==> config.mk <==
export PLATFORM = sky130hd
export DESIGN_NAME = serial_mag_comparator
export DESIGN_NICKNAME = d
export VERILOG_FILES = /design/src/rtl/serial_mag_comparator.sv
export SDC_FILE = /design/constraint.sdc
export NUM_CORES = 1
export LEC_CHECK = 0
export CAP_MARGIN = 10
export CELL_PAD_IN_SITES_DETAIL_PLACEMENT = 0
export CELL_PAD_IN_SITES_GLOBAL_PLACEMENT = 1
export CORE_MARGIN = 4
export CORE_UTILIZATION = 34
export DETAILED_ROUTE_END_ITERATION = 10
export PLACE_DENSITY_LB_ADDON = 0.1
export SLEW_MARGIN = 20
export SYNTH_ARGS = -nofsm -noshare
export SYNTH_HDL_FRONTEND = slang
export SYNTH_SLANG_ARGS = --single-unit
==> constraint.sdc <==
create_clock -name clk -period 1.2 [get_ports clk]
set_input_delay 0.3 -clock clk [delete_from_list [all_inputs] [get_ports clk]]
set_output_delay 0.3 -clock clk [all_outputs]
set_load 0.1 [all_outputs]
==> src/rtl/serial_mag_comparator.sv <==
// Bit-serial MSB-first magnitude comparator: consumes one (a,b) bit pair per
// valid&ready cycle and locks the g/e/l verdict at the first unequal pair.
module serial_mag_comparator #(
  parameter int WIDTH = 8
) (
  input  logic clk,
  input  logic rst,
  input  logic start,
  input  logic a,
  input  logic b,
  input  logic valid,
  output logic ready,
  output logic busy,
  output logic decided,
  output logic g,
  output logic e,
  output logic l,
  output logic done
);

  localparam int CW = (WIDTH > 1) ? $clog2(WIDTH) : 1;

  typedef enum logic [1:0] {
    S_IDLE  = 2'd0,
    S_SHIFT = 2'd1,
    S_DONE  = 2'd2
  } state_t;

  state_t        state, state_n;
  logic [CW-1:0] cnt, cnt_n;
  logic          g_n, e_n, l_n, decided_n, done_n;
  logic          last_bit;

  assign last_bit = (cnt == CW'(WIDTH - 1));

  always_ff @(posedge clk) begin
    if (rst) begin
      state   <= S_IDLE;
      cnt     <= '0;
      g       <= 1'b0;
      e       <= 1'b0;
      l       <= 1'b0;
      decided <= 1'b0;
      done    <= 1'b0;
    end else begin
      state   <= state_n;
      cnt     <= cnt_n;
      g       <= g_n;
      e       <= e_n;
      l       <= l_n;
      decided <= decided_n;
      done    <= done_n;
    end
  end

  always_comb begin
    state_n   = state;
    cnt_n     = cnt;
    g_n       = g;
    e_n       = e;
    l_n       = l;
    decided_n = decided;
    done_n    = 1'b0;
    case (state)
      S_IDLE: begin
        // valid is deliberately ignored here, even alongside start
        if (start) begin
          state_n   = S_SHIFT;
          cnt_n     = '0;
          g_n       = 1'b0;
          e_n       = 1'b1;
          l_n       = 1'b0;
          decided_n = 1'b0;
        end
      end
      S_SHIFT: begin
        if (valid) begin
          cnt_n = last_bit ? '0 : cnt + CW'(1);
          // once decided, later (less significant) bits cannot change the verdict
          if (!decided) begin
            g_n       = a & ~b;
            l_n       = ~a & b;
            e_n       = ~(a ^ b);
            decided_n = a ^ b;
          end
          if (last_bit) begin
            state_n = S_DONE;
            done_n  = 1'b1;
          end
        end
      end
      S_DONE: begin
        state_n = S_IDLE;
      end
      default: begin
        state_n = S_IDLE;
      end
    endcase
  end

  // Handshake: a pair transfers only when valid && ready; ready is high
  // exactly in SHIFT, and the source holds a/b while valid && !ready.
  assign ready = (state == S_SHIFT);
  assign busy  = (state != S_IDLE);

endmodule

### Word-level counts from Yosys, hierarchy flattened

Index checks and enable logic that the tools add are counted.

* input bits: 6
* bits in registers: 10
* output and inout bits: 7

* $add $sub $neg: 1
* eq/ne operators: 6
* reduce and logical (&&, ||, !) cells: 7
* multiplexer cells: 23
* bitwise gates (word level): 8

Operator list (count)
* $mux 1: 11
* $mux 3: 3
* $pmux 1 s2: 4
* $mux 2: 3
* $ne 2x2->1 const B: 3
* $pmux 3 s2: 1
* $reduce_and 3->1: 2
* $not 1->1: 5
* $pmux 2 s2: 1
* $reduce_and 4->1: 1
* $reduce_bool 2->1: 2
* $add 3x1->3 const B: 1
* $eq 3x3->1 const B: 1
* $reduce_or 3->1: 1
* $and 1x1->1: 2
* $eq 2x1->1 const B: 1
* $logic_not 2->1: 1
* $ne 2x1->1 const B: 1
* $xor 1x1->1: 1

### Logic depth before layout (Yosys ltp)

Gate-level depths: netlist (run 1).

* depth after elaboration: 5
* gate-level depth with buffers: 5
* gate-level depth less buffers: 5

### Worst setup path after synthesis (run 1)

OpenSTA, ideal clock, no wires.

* path type: register to register
* start: reg decided
* end: reg e
* library setup time: 0.124 ns
* required time: 1.076 ns
* setup slack: -0.416 ns
* clock period less this slack: 1.616 ns
* stages on the path, launching flop included: 4
* arrival: 1.491 ns
* cell sequence: dfxtp_1 > and4bb_4 > nor3_2 > nor3_2

* longest elaborated chain between the ends: 2

RTL lines
* start, declared: line 14 `output logic decided,`
* start signal, assigned: line 51 `decided <= decided_n;`
* $ne 2x2->1 (no line)
* $reduce_and 4->1 (no line)
* end signal, assigned: line 49 `e <= e_n;`
* end, declared: line 16 `output logic e,`

No other way between the ends.
A chain may end at the register's enable or synchronous reset.

### Worst setup path in the final report (run 1)

* start: reg state[0]
* end: out busy

* longest elaborated chain between the ends: 1

RTL lines
* start, declared: line 29 `state_t state, state_n;`
* start signal, assigned: line 46 `state <= state_n;`
* $reduce_bool 2->1: line 104 `assign busy = (state != S_IDLE);`
* end, declared: line 13 `output logic busy,`

No other way between the ends.

==> results of run 1 <==
final cells by class:
class | count | area (um2)
fillers | 113 | 529.3
multi-input cells | 40 | 364.1
repair buffers | 27 | 320.3
flip-flops and latches | 10 | 217.7
clock buffers | 3 | 22.52
well taps | 16 | 20.02
inverters | 3 | 15.01
power by group:
group	switching (W)	internal, W	total [W]
Combinational	0.000160	0.000136	0.000296
Sequential	0.0000171	0.000342	0.000359
Clock	0.000120	0.000116	0.000235
Yosys cell counts:
| library cell | number | area [um2] |
|---|---|---|
| a21oi_1 | 5 | 25.02 |
| and4bb_4 | 1 | 16.27 |
| buf_2 | 1 | 5.000 |
| buf_4 | 1 | 7.510 |
| buf_6 | 2 | 22.52 |
| dfxtp_1 | 10 | 200.2 |
| ha_1 | 4 | 50.05 |
| inv_1 | 3 | 11.26 |
| mux2i_2 | 1 | 13.76 |
| nand2_1 | 4 | 15.01 |
| nand2b_1 | 1 | 6.260 |
| nand3_1 | 3 | 15.01 |
| nand4b_1 | 3 | 26.28 |
| nand4bb_1 | 1 | 11.26 |
| nor2_1 | 2 | 7.510 |
| nor3_1 | 4 | 20.02 |
| nor3_2 | 2 | 20.02 |
| nor3b_2 | 1 | 12.51 |
| nor4_1 | 1 | 6.260 |
| o21a_1 | 1 | 7.510 |
| o21ai_1 | 4 | 20.02 |
| or2_1 | 1 | 6.260 |
| or3b_1 | 1 | 8.760 |
per-layer routing:
metal / vias up / global-route usage / routed length (um)
met5: - / 0 / 0
met4: 0 / 0.08065 / 14
met3: 2 / 0.04135 / 86
met2: 12 / 0.1658 / 606
met1: 229 / 0.1700 / 600
li1: 259 / - / -
worst paths after layout:
check,from,end,cells past startpoint
setup reg to reg,state[0]$_SDFFE_PP0P_,l$_SDFFE_PP0P_,5
hold reg to reg,cnt[1]$_SDFFE_PP0P_,cnt[1]$_SDFFE_PP0P_,2
setup / recovery,state[0]$_SDFFE_PP0P_,busy,2
hold / removal,start,state[0]$_SDFFE_PP0P_,3
logic make-up after synthesis:
logic type                 after synthesis  share of synthesized area
AOI/OAI and AO/OA                       10                    0.09836
adders and majority gates                4                    0.09368
buffers and inverters                    7                    0.08664
DFF                                     10                     0.3747
muxes                                    1                    0.02576
and+or+nand+nor                         25                     0.3209
worst max-delay path, cell delays in order, from the launching register on:
cell and delay, ns:
dfxtp_4 0.36, or2_4 0.26, buf_12 0.16
metrics by stage:
step           instances   power, W  setup TNS [ns]  utilization
2_1_floorplan         57  0.0005240        -0.07697            -
6_report              99  0.0008898         -0.3538       0.6445
5_1_grt               99  0.0009287         -0.5025       0.6445
3_3_place_gp          91  0.0006231          -2.333       0.5403
3_5_place_dp          91  0.0006226          -2.282       0.5403
4_1_cts               97  0.0008709         -0.4430       0.5966
state kept, by name, indices dropped and copies added, names as in the netlist:
name	count
cnt	3
state	2
decided	1
done	1
e	1
g	1
l	1
timing repair:
item,in CTS,in global routing
setup buffers,3,2
pin swaps,3,7
setup endpoints to repair,6,7
gates resized for setup,9,14
==> out/qor.csv, run 1 <==
metric,value,unit
outcome,"complete, but fails checks",
failing checks,setup timing,
root buf cell,clkbuf_4,
WL final,1308,um
minimum clock period,1.344,ns
post-synthesis sequential area ratio,0.3747,
mapped cell area,534.3,um2
Row Count,14,
global-route wire length before repair,1897,um
Max Slew Vio Count,0,
die height,47.64,um
pwr dens,927.2,mW/mm2
clock skew,0.004375,ns
core area,0.001489,mm2
synthesis-stage register bit count,10,
CP endpoint kind,output port,
share of cells above drive strength 1,0.6145,
Mapped Nets,67,
critical setup path kind,reg -> out,
Synth Area per Inst,9.373,um2
total congestion overflow,0,
Routed Antenna Nets,0,
# DRC,0,
R2R setup slack,-0.04,ns
routed vias,502,
DP HPWL,893.3,um
initial antenna violation count,0,
Starting Density,0.3588,
most frequent cells in the layout,"buf_4 (13), buf_12 (7), dfxtp_2 (5)",
CTS tree,done,
Global Route Usage Sum,0.1249,
actual slew at the worst max-slew pin,0.2095,ns
final worst path period share,1.120,
type of origin of the critical path,register,
pin count of the biggest net entering global routing,7,
Initial DRC Count,8,
synthesis-to-finish area growth,79.63,%
maximum root-to-sink buffer count,2,
Clock Latency Late Sink,0.26,ns
"Design Area, Final",959.7,um2
global placement routability congestion,0.6900,
fin nets,95,
WP data arrival,1.04,ns
Synth warnings,0,
CTS buffer count,3,
Die W,47.64,um
number of global-route vias before repair,440,
Worst slew margin,0.8575,
setup slack at placement,-0.4277,ns
PortBufs,12,
Netlist cell types,23,
Hold WC Path Type,in -> reg,
largest fanout on the critical path,3,
Fmax,0.7442,GHz
Pleak,0.3968,nW
Syn Inst Count,57,
WHS,0.4182,ns
final setup violation count,4,
# H-tree levels,1,
maximum VDD drop,0.0006038,V
n_diodes,0,
RSZ-0062 raised after global routing,yes,
required time worst endpoint,0.90,ns
drt pass-1 iters,2,
Via density,5.071,
setup slack after layout,-0.1437,ns
io pins,13,
final count of hold timing violations,0,
Routed WL per cell,13.21,um
Placed Area,804.5,um2
Worst-path clk slew,0.07,ns
"leading cell type in the layout, fill and taps excluded",buf_4,
max_cap viols,0,
die area,0.002270,mm2
CTS Hold Buffers Added,0,
CTS Sinks,10,
Note: power is estimated with default switching activity, not from simulation.
==> run 2, diff against run 1 <==
- CORE_UTILIZATION: 34 -> 37
- CTS_BUF_LIST: default -> sky130_fd_sc_hd__clkbuf_8
==> run 2 against run 1 <==
  * The flow still finishes with violations (setup timing)
  * Design area is 1.4% lower
  * Combinational power is 4% lower
  * First-iteration DRC count is 75% lower
  * Global-route usage is 3.4 points higher
  * Clock power is 81% higher
  * Register-to-register slack better by 0.09 ns
  * Via count is 2.0% lower
  * Die area is 6.8% lower
  * Critical path depth stayed put
  * Sequential cell count stayed put
  * Critical endpoint unchanged
  * Largest power group is now clock
  * Highest routed layer unchanged
==> out/qor.csv, run 2 (synthesized netlist as in run 1, its figures left out) <==
metric,value,unit,change
outcome,"complete, but fails checks",,
failing checks,setup timing,,
setup slack after layout,-0.1157,ns,+0.02795 ns
io pins,13,,unchanged
die height,46,um,-3.4%
switching share of power,0.2925,,-0.04102
actual slew at the worst max-slew pin,0.3277,ns,+0.1182 ns
# H-tree levels,1,,unchanged
drt pass-1 iters,4,,+2
"Largest stage delay, worst path",0.36,ns,about the same
slowest CP cell,dfxtp_4,,
final setup violation count,2,,-2
minimum clock period,1.316,ns,-0.02795 ns
CTS Sinks,10,,unchanged
critical setup path kind,reg -> out,,
clock skew,0.006628,ns,+0.002253 ns
n_diodes,0,,unchanged
initial antenna violation count,0,,unchanged
maximum root-to-sink buffer count,2,,unchanged
Top Registers,"cnt: 3 flops, state: 2 flops",,
dpl cells,90,,-1.1%
WHS,0.4899,ns,+0.07164 ns
"Most flops, register",cnt,,
Largest register FFs,3,,unchanged
RSZ-0062 raised after global routing,yes,,
"leading cell type in the layout, fill and taps excluded",buf_4,,
Logic pwr share,0.265,,-0.067
pwr dens,1129,mW/mm2,+22%
Placed Area,803.3,um2,-0.16%
most frequent cells in the layout,"buf_4 (13), buf_12 (7), dfxtp_2 (6)",,
clock share of power,0.398,,+0.133
share of cells above drive strength 1,0.5854,,-0.02909
CTS Hold Buffers Added,0,,unchanged
Global Route Usage Sum,0.1587,,+0.03379
die area,0.002116,mm2,-6.8%
CP endpoint kind,output port,,
final count of hold timing violations,0,,unchanged
Bufs and invs on worst path,1,,unchanged
routed vias,492,,-2.0%
Worst slew margin,0.7808,,-0.07671
Cell Int Power,0.0007558,W,+27%
global placement routability congestion,0.8023,,+16%
fraction of power consumed by sequential logic,0.337,,-0.066
post-route insts no fill,97,,-2.0%
max_cap viols,0,,unchanged
synthesis-to-finish area growth,77.05,%,
Psw,0.0003125,W,+5.3%
required time worst endpoint,0.90,ns,about the same
Clock Latency Late Sink,0.24,ns,-0.02 ns
pin count of the biggest net entering global routing,8,,+1
Routed Antenna Nets,0,,unchanged
DP HPWL,961.4,um,+7.6%
global-route wire length before repair,2270,um,+20%
maximum VDD drop,0.0007519,V,+25%
root buf cell,clkbuf_8,,
type of origin of the critical path,register,,
fin nets,93,,-2.1%
Row Count,13,,-1
Hold WC Path Type,reg -> reg,,
Initial DRC Count,2,,-6
core area,0.001334,mm2,-10%
WL final,1322,um,+1.1%
# DRC,0,,unchanged
Worst-path clk slew,0.05,ns,-0.02 ns
final worst path period share,1.096,,-0.02329
Die W,46,um,-3.4%
Fmax,0.7601,GHz,+2.1%
CTS tree,done,,
largest fanout on the critical path,5,,+2
PortBufs,12,,unchanged
Via density,5.072,,about the same
cell family with most CP delay,flip-flops,,
worst-path cell chain,or2_4 -> buf_12,,
total congestion overflow,0,,unchanged
number of global-route vias before repair,488,,+11%
"Design Area, Final",945.9,um2,-1.4%
Routed WL per cell,13.63,um,+3.2%
setup slack at placement,-0.4415,ns,-0.01379 ns
Max Slew Vio Count,0,,unchanged
WP data arrival,1.02,ns,-0.02 ns
Pleak,0.3799,nW,-4.2%
CTS buffer count,3,,unchanged
Starting Density,0.4006,,+0.04174
[run 2: layer usage]
layer	share of wire	routed length [um]	track usage	vias up
met2	0.43	568	0.2253	10
met5	0	0	0	-
met3	0.066	87	0.08300	2
li1	-	-	-	252
met4	0.0061	8	0.03409	0
met1	0.50	658	0.2113	228
[run 2: power groups by stage]
stage          Combinational (W)  Clock, W  Sequential [W]
2_1_floorplan           0.000111         0        0.000413
3_3_place_gp            0.000255         0        0.000370
3_5_place_dp            0.000257         0        0.000369
4_1_cts                 0.000273  0.000442        0.000360
5_1_grt                 0.000297  0.000453        0.000363
6_report                0.000283  0.000425        0.000361
[run 2: through the flow]
stage | utilization | TNS [ns] | power (W)
6_report | 0.7092 | -0.2264 | 0.001068
5_1_grt | 0.7092 | -0.2989 | 0.001112
4_1_cts | 0.6839 | -0.2515 | 0.001076
3_5_place_dp | 0.6023 | -2.490 | 0.0006260
3_3_place_gp | 0.6023 | -2.386 | 0.0006244
2_1_floorplan | - | -0.07697 | 0.0005240
[run 2: final cells by class]
class	instances	area, um2
Fill cell	98	387.9
Multi-Input combinational cell	40	355.3
Timing Repair Buffer	25	286.5
Sequential cell	10	215.2
Clock buffer	4	55.05
Tap cell	15	18.77
Inverter	3	15.01
[run 2: what timing repair did]
action,4_1_cts,5_1_grt
buffers inserted,3,1
gates resized for setup,11,8
pin swaps,1,5
endpoints found under the setup margin,7,8
[run 2: worst paths after layout]
kind                         start        endpoint  slack (ns)  depth (start not counted)
max          state[0]$_SDFFE_PP0P_            busy       -0.12                          2
min                 l$_SDFFE_PP0P_  l$_SDFFE_PP0P_        0.49                          2
max reg2reg  state[0]$_SDFFE_PP0P_  l$_SDFFE_PP0P_        0.05                          4
min reg2reg         l$_SDFFE_PP0P_  l$_SDFFE_PP0P_        0.49                          2
[run 2: worst min-delay path: cells and delay by family (launching register included)]
kind	cells	cell delay, ns
AOI/OAI and AO/OA	1	0.06
DFF	1	0.33
and+or+nand+nor	1	0.06
